===== config.mk =====
export PLATFORM = sky130hd
export DESIGN_NAME = table_ad_arbiter
export DESIGN_NICKNAME = d
export VERILOG_FILES = /design/src/rtl/table_ad_arbiter_pkg.sv /design/src/rtl/table_ad_arbiter_rr_pick.sv /design/src/rtl/table_ad_arbiter.sv
export SDC_FILE = /design/constraint.sdc
export NUM_CORES = 1
export LEC_CHECK = 0
export BUFFER_PORTS_ARGS = -buffer_cell sky130_fd_sc_hd__buf_4
export CAP_MARGIN = 40
export CORE_MARGIN = 2
export CORE_UTILIZATION = 44
export DETAILED_ROUTE_END_ITERATION = 7
export PLACE_DENSITY = 0.82
export SYNTH_ARGS = -nofsm -noshare
export SYNTH_HDL_FRONTEND = slang
export SYNTH_HIERARCHICAL = 1
export SYNTH_SLANG_ARGS = --single-unit

===== constraint.sdc =====
create_clock -name clk -period 2.66 [get_ports clk]
set_input_delay 0.798 -clock clk [delete_from_list [all_inputs] [get_ports clk]]
set_output_delay 0.798 -clock clk [all_outputs]
set_load 0.01 [all_outputs]

===== src/rtl/table_ad_arbiter_pkg.sv =====
// Shared types for the table-write arbiter: FSM encoding, the minimum
// write-strobe spacing, and the address-word layout seen by requesters and transmitter.
package table_ad_arbiter_pkg;

  typedef enum logic {
    IDLE = 1'b0,
    BUSY = 1'b1
  } state_t;

  localparam int GAP_MIN = 6;

  typedef struct packed {
    logic [7:0]  chn;
    logic [23:0] addr;
  } tbl_addr_t;

  function automatic logic [31:0] mk_addr(input logic [7:0] chn, input logic [23:0] addr);
    tbl_addr_t w;
    w.chn  = chn;
    w.addr = addr;
    return w;
  endfunction

endpackage


===== src/rtl/table_ad_arbiter_rr_pick.sv =====
// Round-robin picker: first requester strictly after last_i, wrapping; purely combinational.
module table_ad_arbiter_rr_pick #(
  parameter int NUM_REQ  = 4,
  parameter int REQ_BITS = 2
) (
  input  logic [NUM_REQ-1:0]  req_i,
  input  logic [REQ_BITS-1:0] last_i,
  output logic [REQ_BITS-1:0] win_o,
  output logic                any_o
);

  logic [REQ_BITS-1:0] idx;

  // Scan from the farthest candidate down so the nearest one after last_i wins.
  always_comb begin
    win_o = '0;
    any_o = 1'b0;
    idx   = '0;
    for (int k = NUM_REQ; k >= 1; k--) begin
      idx = REQ_BITS'((int'(last_i) + k) % NUM_REQ);
      if (req_i[idx]) begin
        win_o = idx;
        any_o = 1'b1;
      end
    end
  end

endmodule


===== src/rtl/table_ad_arbiter.sv =====
// Shares one table_ad_transmit among NUM_REQ burst requesters; grant held per burst.
// Decision at edge t, we/ack registered at t+1; we pulses spaced >= GAP_CYCLES apart.
module table_ad_arbiter #(
  parameter int NUM_REQ    = 4,
  parameter int REQ_BITS   = 2,
  parameter int GAP_CYCLES = 6
) (
  input  logic                  clk,
  input  logic                  rst,
  input  logic [NUM_REQ-1:0]    req_valid,
  input  logic [NUM_REQ-1:0]    req_last,
  input  logic [NUM_REQ-1:0]    req_a_not_d,
  input  logic [32*NUM_REQ-1:0] req_data,
  output logic [NUM_REQ-1:0]    ack,
  input  logic                  err_clr,
  output logic                  we,
  output logic                  a_not_d,
  output logic [31:0]           dout,
  output logic                  busy,
  output logic                  seq_err
);
  import table_ad_arbiter_pkg::*;

  // The transmitter cannot serialize faster than GAP_MIN, so never space tighter.
  localparam int         GAP_EFF = (GAP_CYCLES < GAP_MIN) ? GAP_MIN : GAP_CYCLES;
  localparam logic [3:0] GAP_RLD = 4'(GAP_EFF - 1);

  state_t              state_q;
  logic [REQ_BITS-1:0] grant_q;
  logic [REQ_BITS-1:0] last_grant_q;
  logic                first_word_q;
  logic [3:0]          gap_cnt_q;
  logic [NUM_REQ-1:0]  ack_q;
  logic                we_q;
  logic                a_not_d_q;
  logic [31:0]         dout_q;
  logic                seq_err_q;

  logic [REQ_BITS-1:0] pick_win;
  logic                pick_any;
  logic                issue;
  logic                fwd;
  logic [31:0]         sel_dat;
  logic [NUM_REQ-1:0]  grant_oh;

  table_ad_arbiter_rr_pick #(
    .NUM_REQ (NUM_REQ),
    .REQ_BITS(REQ_BITS)
  ) u_pick (
    .req_i (req_valid),
    .last_i(last_grant_q),
    .win_o (pick_win),
    .any_o (pick_any)
  );

  assign sel_dat  = req_data[{grant_q, 5'b0} +: 32];
  assign grant_oh = NUM_REQ'(1) << grant_q;
  assign issue    = (state_q == BUSY) && (gap_cnt_q == 4'd0) && req_valid[grant_q];
  // A burst must open with an address word; a leading data word is dropped.
  assign fwd      = !first_word_q || req_a_not_d[grant_q];

  always_ff @(posedge clk or posedge rst) begin
    if (rst) begin
      state_q      <= IDLE;
      grant_q      <= '0;
      last_grant_q <= REQ_BITS'(NUM_REQ - 1);
      first_word_q <= 1'b0;
      gap_cnt_q    <= '0;
      ack_q        <= '0;
      we_q         <= 1'b0;
      a_not_d_q    <= 1'b0;
      dout_q       <= '0;
      seq_err_q    <= 1'b0;
    end else begin
      ack_q <= '0;
      we_q  <= 1'b0;
      if (err_clr) seq_err_q <= 1'b0;
      if (gap_cnt_q != 4'd0) gap_cnt_q <= gap_cnt_q - 4'd1;
      case (state_q)
        IDLE: begin
          if (pick_any) begin
            grant_q      <= pick_win;
            first_word_q <= 1'b1;
            state_q      <= BUSY;
          end
        end
        BUSY: begin
          if (issue) begin
            ack_q        <= grant_oh;
            gap_cnt_q    <= GAP_RLD;
            first_word_q <= 1'b0;
            if (fwd) begin
              we_q      <= 1'b1;
              a_not_d_q <= req_a_not_d[grant_q];
              dout_q    <= sel_dat;
            end else begin
              seq_err_q <= 1'b1;
            end
            if (req_last[grant_q]) begin
              state_q      <= IDLE;
              last_grant_q <= grant_q;
            end
          end
        end
      endcase
    end
  end

  assign ack     = ack_q;
  assign we      = we_q;
  assign a_not_d = a_not_d_q;
  assign dout    = dout_q;
  assign busy    = (state_q == BUSY);
  assign seq_err = seq_err_q;

endmodule


== Word level (Yosys, flattened, before mapping) ==
Index checks and enable logic that the tools add are counted.
Operators by class
  equality and inequality tests: 2
  order comparisons: 5
  add/sub/neg operators: 5
  shift-type cells: 2
  bitwise logic cells: 1
  reduce and logical (&&, ||, !) cells: 10
  muxes and demuxes: 41
Operators with widths (count)
  variable part select 128 x 8 -> 32 bit: 1
  2-to-1 mux 1 bit: 23
  2-to-1 mux 4 bit: 5
  < comparator 2 x 3 -> 1 bit (second input constant): 5
  binary-select mux 1 bit (select 2 bit): 7
  2-to-1 mux 2 bit: 4
  AND reduction 3 bit: 2
  adder 2 x 1 -> 2 bit (second input constant): 2
  adder 2 bit (second input constant): 2
  logical NOT 4 bit: 1
  one-hot mux 1 bit (2 select lines): 2
  AND reduction 2 bit: 2
  nonzero test 4 bit: 1
  << shifter 1 x 2 -> 4 bit (first input constant): 1
  subtractor 4 x 1 -> 4 bit (second input constant): 1
  logical AND 1 bit: 2
  inequality test 2 x 1 -> 1 bit (second input constant): 1
  inequality test 2 bit (second input constant): 1
  logical NOT 1 bit: 1
  logical OR 1 bit: 1
  NOT 1 bit: 1
Word-level totals
  logic and storage cells: 76
  bits in registers: 49
  input bits: 143
  output and inout bits: 40

== Logic depth before layout (Yosys ltp) ==
Gate-level depths: netlist of the first run.
  word-level depth: 9
  depth in mapped cells: 6
  mapped depth without buffers: 5

== Hierarchy ==
Netlist of the first run, hierarchy kept.
By module, submodules not included
  table_ad_arbiter: area an instance 2891.5 sq um, instances 1, cells each 168, sequential area each 1228.7 sq um
  table_ad_arbiter_rr_pick: area an instance 91.3 sq um, instances 1, cells each 14, sequential area each 0.0 sq um

== Worst setup path after synthesis of the first run ==
Ideal clock, no wire load.
  path kind: input-to-reg
  from: input req_a_not_d[3]
  to: register dout_q[0] (netlist: dout[0])
  required time: 2.535 ns
  cell stages on the path: 5
  library setup time: 0.125 ns
  slack: 0.530 ns
  path buffers: 1
  data arrival time: 2.005 ns
  cells stage by stage: mux4_2 nand2b_4 nand3_4 buf_12 mux2_4
On the way
  longest elaborated chain between the ends: 4
Ends and longest elaborated chain
  from (decl): RTL line table_ad_arbiter.sv:12  | input logic [NUM_REQ-1:0] req_a_not_d,
  binary-select mux 1 bit (select 2 bit): RTL line table_ad_arbiter.sv:60  | assign fwd = !first_word_q || req_a_not_d[grant_q];
  2-to-1 mux 1 bit (not written as such): RTL line table_ad_arbiter.sv:60
  logical OR 1 bit: RTL line table_ad_arbiter.sv:60
  AND reduction 3 bit (no source line)
  to (signal assigned): RTL line table_ad_arbiter.sv:95  | dout_q <= sel_dat;
  to (decl): RTL line table_ad_arbiter.sv:36  | logic [31:0] dout_q;
Every way passes these cells. The select of a mux whose other input is x is not followed.
A chain may end at the register's enable or synchronous reset.

== Worst setup path after layout of the first run ==
  from: input req_a_not_d[3]
  to: register dout_q[5] (netlist: dout[5])
The elaborated chain is that of the path after synthesis.

==> metrics.txt, run 1 <==
# TYPE chip_impl_metric gauge
chip_impl_metric{name="power_density",unit="nW/um2"} 978
chip_impl_metric{name="dpl.hpwl",unit="um"} 6760
chip_impl_metric{name="cts_resized",unit=""} 0
chip_impl_metric{name="layout_min_cycle_time",unit="ns"} 2.11
chip_impl_metric{name="grt_max_degree",unit=""} 27
chip_impl_info{name="tritoncts",value="yes"} 1
chip_impl_metric{name="ffs_latches_synth",unit=""} 49
chip_impl_info{name="critPathLaunch",value="req_a_not_d[3]"} 1
chip_impl_metric{name="route.detailed.drc",unit=""} 0
chip_impl_info{name="outcome",value="completed"} 1
chip_impl_info{name="synth_top_flop_cell",value="sky130_fd_sc_hd__dfrtp_1"} 1
chip_impl_metric{name="cts_inserted_buffers",unit=""} 5
chip_impl_info{name="synthMostInstantiatedCell",value="sky130_fd_sc_hd__dfrtp_1"} 1
chip_impl_metric{name="num_antenna_cells",unit=""} 0
chip_impl_info{name="grt_setup_unrepaired",value="no"} 1
chip_impl_info{name="critical_path.reg2reg.endpoint",value="dout[5]$_DFFE_PP0P_"} 1
chip_impl_metric{name="viasPerCell",unit=""} 5.33
chip_impl_metric{name="vias",unit=""} 2389
chip_impl_info{name="setup.worst_path.class",value="in2reg"} 1
chip_impl_metric{name="fin_util",unit="%"} 68.5
chip_impl_metric{name="clock-skew-final",unit="ns"} 0.00528
chip_impl_metric{name="timing.hold.worst_path_depth",unit=""} 1
chip_impl_metric{name="timing_hold_violations_final",unit=""} 0
chip_impl_metric{name="track_usage",unit="%"} 21.8
chip_impl_info{name="timing.hold.worst.start",value="dout[20]$_DFFE_PP0P_"} 1
chip_impl_metric{name="ys_seq_area_share",unit="%"} 41.2
chip_impl_metric{name="finalSetupViolations",unit=""} 0
chip_impl_metric{name="maxSlewViolCount",unit=""} 0
chip_impl_metric{name="r2r_setup_slack",unit="ns"} 0.63
chip_impl_metric{name="grt.overflow.total",unit=""} 0
chip_impl_metric{name="detail_route.wl_per_cell",unit="um"} 18.4
chip_impl_metric{name="critical_path.n_buffers_inverters",unit=""} 2
chip_impl_metric{name="detail-route-antenna-nets",unit=""} 0
chip_impl_metric{name="cp_slowest_stage_delay",unit="ns"} 0.48
chip_impl_info{name="hp-class",value="reg2reg"} 1
chip_impl_metric{name="synth_enable_flop_cells",unit=""} 0
chip_impl_metric{name="critical_path_arrival",unit="ns"} 2.30
chip_impl_metric{name="leakage",unit="nW"} 2.29
chip_impl_metric{name="worst-slew-pin-transition",unit="ns"} 0.532
chip_impl_info{name="critical_register_to_register_path_startpoint",value="grant_q[0]$_DFFE_PP0P_"} 1
chip_impl_info{name="timing.critical_path.slowest_stage_cell",value="sky130_fd_sc_hd__mux4_2"} 1
chip_impl_metric{name="synthToLayoutAreaGrowth",unit="%"} 53.4
chip_impl_metric{name="dr.pass1.iters",unit=""} 4
chip_impl_metric{name="layout-drive-gt1-share",unit="%"} 75.8
chip_impl_metric{name="synth_area",unit="um2"} 2980
chip_impl_info{name="cp_cell_instances",value="buf_4, mux4_2, nand2b_4, nand3_4, buf_12, mux2_4"} 1
chip_impl_metric{name="seq_area",unit="um2"} 1230
chip_impl_metric{name="cap_viol_max_count",unit=""} 0
chip_impl_metric{name="total_of_hold_buffers_inserted_after_clock_tree_synthesis",unit=""} 0
chip_impl_metric{name="synth_top_cell_area_share",unit="%"} 39.4
chip_impl_metric{name="timing.reg2reg.worst_path_depth",unit=""} 5
chip_impl_info{name="biggest_area_consumer_among_synthesized_cells",value="sky130_fd_sc_hd__dfrtp_1"} 1
chip_impl_metric{name="dr.first_iter.drc_count",unit=""} 80
chip_impl_info{name="yosys-top-cells-area",value="sky130_fd_sc_hd__dfrtp_1, sky130_fd_sc_hd__mux4_2, sky130_fd_sc_hd__mux2_4"} 1
chip_impl_metric{name="async_reset_ff_share",unit="%"} 100
chip_impl_info{name="worst_hold_path.endpoint",value="dout[20]$_DFFE_PP0P_"} 1
chip_impl_metric{name="synth_fp_nets",unit=""} 326
chip_impl_metric{name="start_util",unit="%"} 44.6
chip_impl_metric{name="synth-warning-count",unit=""} 6
chip_impl_metric{name="yosysUniqueCellTypes",unit=""} 35
chip_impl_info{name="start_kind",value="input port"} 1
chip_impl_metric{name="io_pins",unit=""} 183
chip_impl_metric{name="wirelength",unit="um"} 8240
chip_impl_metric{name="max-clock-path-buffers",unit=""} 2
chip_impl_metric{name="clkSinkCount",unit=""} 49
chip_impl_metric{name="multi_input_comb_area",unit="um2"} 1620
chip_impl_metric{name="grt_pass1_vias",unit=""} 2504
chip_impl_info{name="path_delay_family",value="multiplexers"} 1
chip_impl_metric{name="max_vdd_drop",unit="mV"} 0.725
chip_impl_metric{name="die_w",unit="um"} 86.3
chip_impl_info{name="ctsRootBufferMaster",value="sky130_fd_sc_hd__clkbuf_8"} 1
chip_impl_metric{name="place.port_buffers",unit=""} 182
chip_impl_info{name="ys_top_cells_by_count",value="sky130_fd_sc_hd__dfrtp_1, sky130_fd_sc_hd__mux4_2, sky130_fd_sc_hd__mux2_4"} 1
chip_impl_metric{name="clk_pin_slew_worst_paths",unit="ns"} 0.09
chip_impl_metric{name="h-tree-depth",unit=""} 2
chip_impl_metric{name="max-slew-margin-rel",unit="%"} 64.5
chip_impl_metric{name="gpl.final_weighted_congestion",unit=""} 0.774
chip_impl_metric{name="setup-tns-final",unit="ns"} 0
chip_impl_metric{name="postSynthCellCount",unit=""} 182
chip_impl_metric{name="layout_worst_path_cycle_share",unit="%"} 79.2
chip_impl_metric{name="placeableCoreArea",unit="um2"} 6680
chip_impl_metric{name="grt_first_pass_wirelength",unit="um"} 12400
chip_impl_metric{name="die_footprint",unit="um2"} 7450
chip_impl_metric{name="die_height",unit="um"} 86.3
chip_impl_metric{name="n_fill_cell",unit=""} 496
chip_impl_metric{name="timing_limited_maximum_frequency",unit="MHz"} 475
chip_impl_metric{name="count_of_buffers_added_by_post_cts_timing_repair_for_setup",unit=""} 0
chip_impl_metric{name="antenna_found_initial",unit=""} 0
chip_impl_metric{name="core.rowCount",unit=""} 30
chip_impl_info{name="end_kind",value="flip-flop"} 1
chip_impl_metric{name="timing.critical_path.fanout_max",unit=""} 15
chip_impl_metric{name="worst_skew_pair.late_latency",unit="ns"} 0.30
chip_impl_metric{name="avg_synthesized_cell_area",unit="um2"} 16.4
chip_impl_metric{name="final_net_count",unit=""} 511
chip_impl_metric{name="critPathRequiredTime",unit="ns"} 2.85
-- flip-flops by register name (all words and copies together), names as in the netlist --
register,flops
dout,32
a_not_d,1
gap_cnt_q,4
seq_err,1
ack,4
last_grant_q,2
busy,1
we,1
grant_q,2
first_word_q,1
-- report_power, final --
| group | switching [mW] | internal [mW] | leakage (nW) | total (mW) |
|---|---|---|---|---|
| Sequential | 0.262 | 1.10 | 0.595 | 1.36 |
| Combinational | 0.963 | 1.53 | 1.62 | 2.49 |
| Clock | 0.249 | 0.378 | 0.0687 | 0.627 |
-- worst max path at each step --
stage,to,cells past startpoint
floorplan,dout[0]$_DFFE_PP0P_,5
global route,dout[13]$_DFFE_PP0P_,6
CTS,dout[16]$_DFFE_PP0P_,6
finish,dout[5]$_DFFE_PP0P_,6
detailed placement,dout[16]$_DFFE_PP0P_,6
global placement,dout[16]$_DFFE_PP0P_,6
-- per-layer routing --
layer / part of all wire (%) / GRT usage [%] / vias to the layer above
li1: - / - / 1078
met1: 37 / 26.8 / 1176
met2: 54 / 38.2 / 122
met3: 7.6 / 5.52 / 13
met4: 1.8 / 5.82 / 0
met5: 0 / 0 / -
-- layout by cell type (no fill, tap or decap), drive strengths merged, types with 4 or more instances in the layout --
cell	Yosys	final
buf	8	190
clkbuf	4	5
dfrtp	47	47
inv	6	7
mux2	36	36
mux4	34	34
nand2	4	4
nand2b	6	6
nor2	4	4
nor3b	4	4
-- layout make-up --
| class | count | area share (%) |
|---|---|---|
| Clock buffer | 5 | 1.50 |
| Clock inverter | 3 | 1.50 |
| Inverter | 6 | 0.492 |
| Multi-Input combinational cell | 115 | 35.4 |
| Sequential cell | 49 | 26.9 |
| Tap cell | 80 | 2.19 |
| Timing Repair Buffer | 190 | 32.0 |
-- logic make-up (layout without fill, tap and decap cells) --
family	count (synthesis)	count (layout)	share of synthesized area (%)
buffers and inverters	18	204	4.53
multiplexers	73	73	43.9
AND/OR/NAND/NOR	29	29	6.42
AO/OA/AOI/OAI	12	12	3.52
flip-flops	49	49	41.2
adder cells (fa/ha/maj)	1	1	0.419
-- stage by stage --
stage | std cells | hold WS (ns) | power [mW] | setup slack, ns | area (um2)
2_1_floorplan | 182 | 0.501 | 3.00 | 0.530 | 2980
3_5_place_dp | 440 | 0.496 | 3.88 | 0.226 | 4440
4_1_cts | 448 | 0.517 | 4.52 | 0.557 | 4570
3_3_place_gp | 440 | 0.489 | 3.81 | 0.256 | 4440
5_1_grt | 448 | 0.543 | 4.74 | 0.530 | 4570
6_report | 448 | 0.513 | 4.48 | 0.554 | 4570
No activity file was read; power rests on OpenSTA's default activity.
==> inputs of run 2 (changes only) <==
--- a/config.mk
+++ b/config.mk
@@ -5,12 +5,13 @@
 export SDC_FILE = /design/constraint.sdc
 export NUM_CORES = 1
 export LEC_CHECK = 0
+export ABC_AREA = 1
 export BUFFER_PORTS_ARGS = -buffer_cell sky130_fd_sc_hd__buf_4
 export CAP_MARGIN = 40
 export CORE_MARGIN = 2
 export CORE_UTILIZATION = 44
 export DETAILED_ROUTE_END_ITERATION = 7
-export PLACE_DENSITY = 0.82
+export PLACE_DENSITY = 0.81
 export SYNTH_ARGS = -nofsm -noshare
 export SYNTH_HDL_FRONTEND = slang
 export SYNTH_HIERARCHICAL = 1
==> constraint.sdc (replaced) <==
create_clock -name clk -period 1.98 [get_ports clk]
set_input_delay 0.594 -clock clk [delete_from_list [all_inputs] [get_ports clk]]
set_output_delay 0.594 -clock clk [all_outputs]
set_load 0.01 [all_outputs]
==> run 2 against run 1 <==
Sequential share of layout area fell by 0.60 points. Final area rose by 2.1%. Power rose by 31%. Final cell count rose by 67%. Routed wire length rose by 26%. Register-to-register slack got worse by 0.40 ns. Clock power fell by 9.7%. Clock-buffer cell count rose by 2. Largest power group unchanged.
==> metrics.txt, run 2 <==
# TYPE chip_impl_metric gauge
chip_impl_info{name="outcome",value="completed"} 1
chip_impl_metric{name="finalPower",unit="mW"} 5.88
chip_impl_metric{name="start_util",unit="%"} 45.5
chip_impl_metric{name="yosysUniqueCellTypes",unit=""} 25
chip_impl_metric{name="worst-slew-pin-transition",unit="ns"} 0.452
chip_impl_metric{name="grt_max_degree",unit=""} 38
chip_impl_metric{name="postSynthCellCount",unit=""} 469
chip_impl_metric{name="place.port_buffers",unit=""} 182
chip_impl_metric{name="synth_fp_nets",unit=""} 613
chip_impl_metric{name="num_antenna_cells",unit=""} 0
chip_impl_info{name="end_kind",value="flip-flop"} 1
chip_impl_metric{name="max_vdd_drop",unit="mV"} 0.616
chip_impl_metric{name="core.rowCount",unit=""} 30
chip_impl_info{name="cp_cell_instances",value="inv_1, ha_1, nand2_2, nor2_4, nand4_1, nor3_1"} 1
chip_impl_info{name="biggest_area_consumer_among_synthesized_cells",value="sky130_fd_sc_hd__dfrtp_1"} 1
chip_impl_metric{name="timing_hold_violations_final",unit=""} 0
chip_impl_info{name="yosys-top-cells-area",value="sky130_fd_sc_hd__dfrtp_1, sky130_fd_sc_hd__nand2_1, sky130_fd_sc_hd__nand4_1"} 1
chip_impl_metric{name="layout_worst_path_cycle_share",unit="%"} 88.4
chip_impl_info{name="mostFrequentLayoutCell",value="sky130_fd_sc_hd__nand2_1"} 1
chip_impl_metric{name="timing.critical_path.fanout_max",unit=""} 9
chip_impl_metric{name="largest_register_ffs",unit=""} 32
chip_impl_metric{name="critical_path_arrival",unit="ns"} 1.94
chip_impl_metric{name="clock-skew-final",unit="ns"} 0.00753
chip_impl_metric{name="synth_enable_flop_cells",unit=""} 0
chip_impl_metric{name="dpl.hpwl",unit="um"} 8220
chip_impl_metric{name="power_density",unit="nW/um2"} 1260
chip_impl_metric{name="synth_area",unit="um2"} 3110
chip_impl_metric{name="final-instance-count-excl-fill",unit=""} 746
chip_impl_metric{name="ys_seq_area_share",unit="%"} 39.5
chip_impl_metric{name="synth_top_cell_area_share",unit="%"} 37.8
chip_impl_metric{name="clkSinkCount",unit=""} 49
chip_impl_metric{name="ffs_latches_synth",unit=""} 49
chip_impl_metric{name="dr.first_iter.drc_count",unit=""} 162
chip_impl_metric{name="grt_first_pass_wirelength",unit="um"} 15500
chip_impl_metric{name="worst_skew_pair.late_latency",unit="ns"} 0.29
chip_impl_metric{name="timing_limited_maximum_frequency",unit="MHz"} 571
chip_impl_metric{name="h-tree-depth",unit=""} 2
chip_impl_metric{name="layout_min_cycle_time",unit="ns"} 1.75
chip_impl_metric{name="grt.overflow.total",unit=""} 0
chip_impl_info{name="synthMostInstantiatedCell",value="sky130_fd_sc_hd__nand2_1"} 1
chip_impl_info{name="synth_top_flop_cell",value="sky130_fd_sc_hd__dfrtp_1"} 1
chip_impl_metric{name="antenna_found_initial",unit=""} 0
chip_impl_info{name="ctsRootBufferMaster",value="sky130_fd_sc_hd__clkbuf_8"} 1
chip_impl_metric{name="cp_slowest_stage_delay",unit="ns"} 0.41
chip_impl_info{name="layout.cells.most_common_list",value="sky130_fd_sc_hd__nand2_1, sky130_fd_sc_hd__buf_4, sky130_fd_sc_hd__dfrtp_1, sky130_fd_sc_hd__nand3_1, sky130_fd_sc_hd__nand4_1"} 1
chip_impl_metric{name="die_footprint",unit="um2"} 7760
chip_impl_metric{name="cap_viol_max_count",unit=""} 0
chip_impl_info{name="hp-class",value="in2async"} 1
chip_impl_metric{name="route.detailed.drc",unit=""} 0
chip_impl_info{name="ys_top_cells_by_count",value="sky130_fd_sc_hd__nand2_1, sky130_fd_sc_hd__dfrtp_1, sky130_fd_sc_hd__nand3_1"} 1
chip_impl_metric{name="detail-route-antenna-nets",unit=""} 0
chip_impl_info{name="timing.critical_path.slowest_stage_cell",value="sky130_fd_sc_hd__dfrtp_1"} 1
chip_impl_metric{name="dp.cells",unit=""} 736
chip_impl_metric{name="synth-warning-count",unit=""} 6
chip_impl_metric{name="avg_synthesized_cell_area",unit="um2"} 6.63
chip_impl_metric{name="layout-drive-gt1-share",unit="%"} 34.9
chip_impl_metric{name="io_pins",unit=""} 183
chip_impl_metric{name="gpl.final_weighted_congestion",unit=""} 0.849
chip_impl_metric{name="async_reset_ff_share",unit="%"} 100
chip_impl_metric{name="fin_hold_ws",unit="ns"} 0.233
chip_impl_metric{name="clk_pin_slew_worst_paths",unit="ns"} 0.09
chip_impl_metric{name="vias",unit=""} 3739
chip_impl_metric{name="final_net_count",unit=""} 793
chip_impl_metric{name="finalSetupViolations",unit=""} 0
chip_impl_metric{name="synthToLayoutAreaGrowth",unit="%"} 50.1
chip_impl_metric{name="placeableCoreArea",unit="um2"} 6830
chip_impl_metric{name="setup-tns-final",unit="ns"} 0
chip_impl_metric{name="fin_util",unit="%"} 68.4
chip_impl_info{name="start_kind",value="flip-flop"} 1
chip_impl_metric{name="die_w",unit="um"} 88.1
chip_impl_metric{name="viasPerCell",unit=""} 5.01
chip_impl_metric{name="cts_inserted_buffers",unit=""} 5
chip_impl_metric{name="die_height",unit="um"} 88.1
chip_impl_metric{name="leakage",unit="nW"} 2.61
chip_impl_metric{name="track_usage",unit="%"} 25.6
chip_impl_info{name="grt_setup_unrepaired",value="no"} 1
chip_impl_metric{name="maxSlewViolCount",unit=""} 0
chip_impl_metric{name="max-clock-path-buffers",unit=""} 2
chip_impl_metric{name="critPathRequiredTime",unit="ns"} 2.17
chip_impl_info{name="setup.worst_path.class",value="reg2reg"} 1
chip_impl_metric{name="max-slew-margin-rel",unit="%"} 69.8
chip_impl_metric{name="dr.pass1.iters",unit=""} 4
chip_impl_metric{name="detail_route.wl_per_cell",unit="um"} 13.9
chip_impl_info{name="tritoncts",value="yes"} 1
chip_impl_metric{name="timing.reg2reg.worst_path_depth",unit=""} 6
chip_impl_metric{name="wirelength",unit="um"} 10300
chip_impl_metric{name="grt_pass1_vias",unit=""} 3424
[run 2: final cells by class]
type                            count  area, um2
Clock buffer                        7       76.3
Tap cell                           96        120
Multi-Input combinational cell    370       1630
Sequential cell                    49       1230
Clock inverter                      1       7.51
Fill cell                         605       2160
Timing Repair Buffer              197       1500
Inverter                           26        105
[run 2: final timing paths]
kind,from,endpoint,slack (ns)
max reg2reg,gap_cnt_q[0]$_DFF_PP0_,ack[0]$_DFF_PP0_,0.23
max in group asynchronous,rst,last_grant_q[0]$_DFFE_PP1P_,1.19
max,gap_cnt_q[0]$_DFF_PP0_,ack[0]$_DFF_PP0_,0.23
min in group clk,dout[6]$_DFFE_PP0P_,dout[6]$_DFFE_PP0P_,0.48
min reg2reg,dout[6]$_DFFE_PP0P_,dout[6]$_DFFE_PP0P_,0.48
min,rst,dout[21]$_DFFE_PP0P_,0.23
[run 2: critical path, delay by kind of cell, from the launching register on]
kind	cells	cell delay [ns]
flops	1	0.41
fa+ha+maj	1	0.18
simple gates	4	0.97
buf+inv	1	0.08
[run 2: cell families (layout without fill, tap and decap cells)]
kind of cell             count (synthesis)  after routing  share of synthesized area [%]
buffers and inverters                   50            231                           8.56
adder cells (fa/ha/maj)                  1              1                          0.402
AO/OA/AOI/OAI                            9              9                           1.65
flip-flops                              49             49                           39.5
AND/OR/NAND/NOR                        360            360                           49.9
[run 2: repair_timing]
| item | 4_1_cts | 5_1_grt |
|---|---|---|
| endpoints found under the hold margin | 0 | 0 |
| endpoints found under the setup margin | 0 | 33 |
| buffers inserted | 0 | 2 |
| hold buffers | 0 | 0 |
| resized for setup | 0 | 1 |
[run 2: metrics by stage]
stage	setup slack [ns]	cell area [um2]
3_5_place_dp	0.0854	4560
2_1_floorplan	0.216	3110
5_1_grt	0.0533	4670
4_1_cts	0.0649	4650
3_3_place_gp	0.174	4560
6_report	0.230	4670
[run 2: per-layer routing]
metal  wire length [um]  vias up  GRT usage (%)
met4                156        0           6.06
met5                  0        -              0
met1               4230     1717           31.9
met3                762       13           4.62
li1                   -     1853              -
met2               5190      156           46.1
[run 2: power breakdown]
group	total, mW	leakage, nW	internal, mW	switching, mW
registers	1.73	0.618	1.41	0.326
clock network	0.566	0.0385	0.250	0.316
logic	3.58	1.95	1.43	2.15
total	5.88	2.61	3.09	2.79
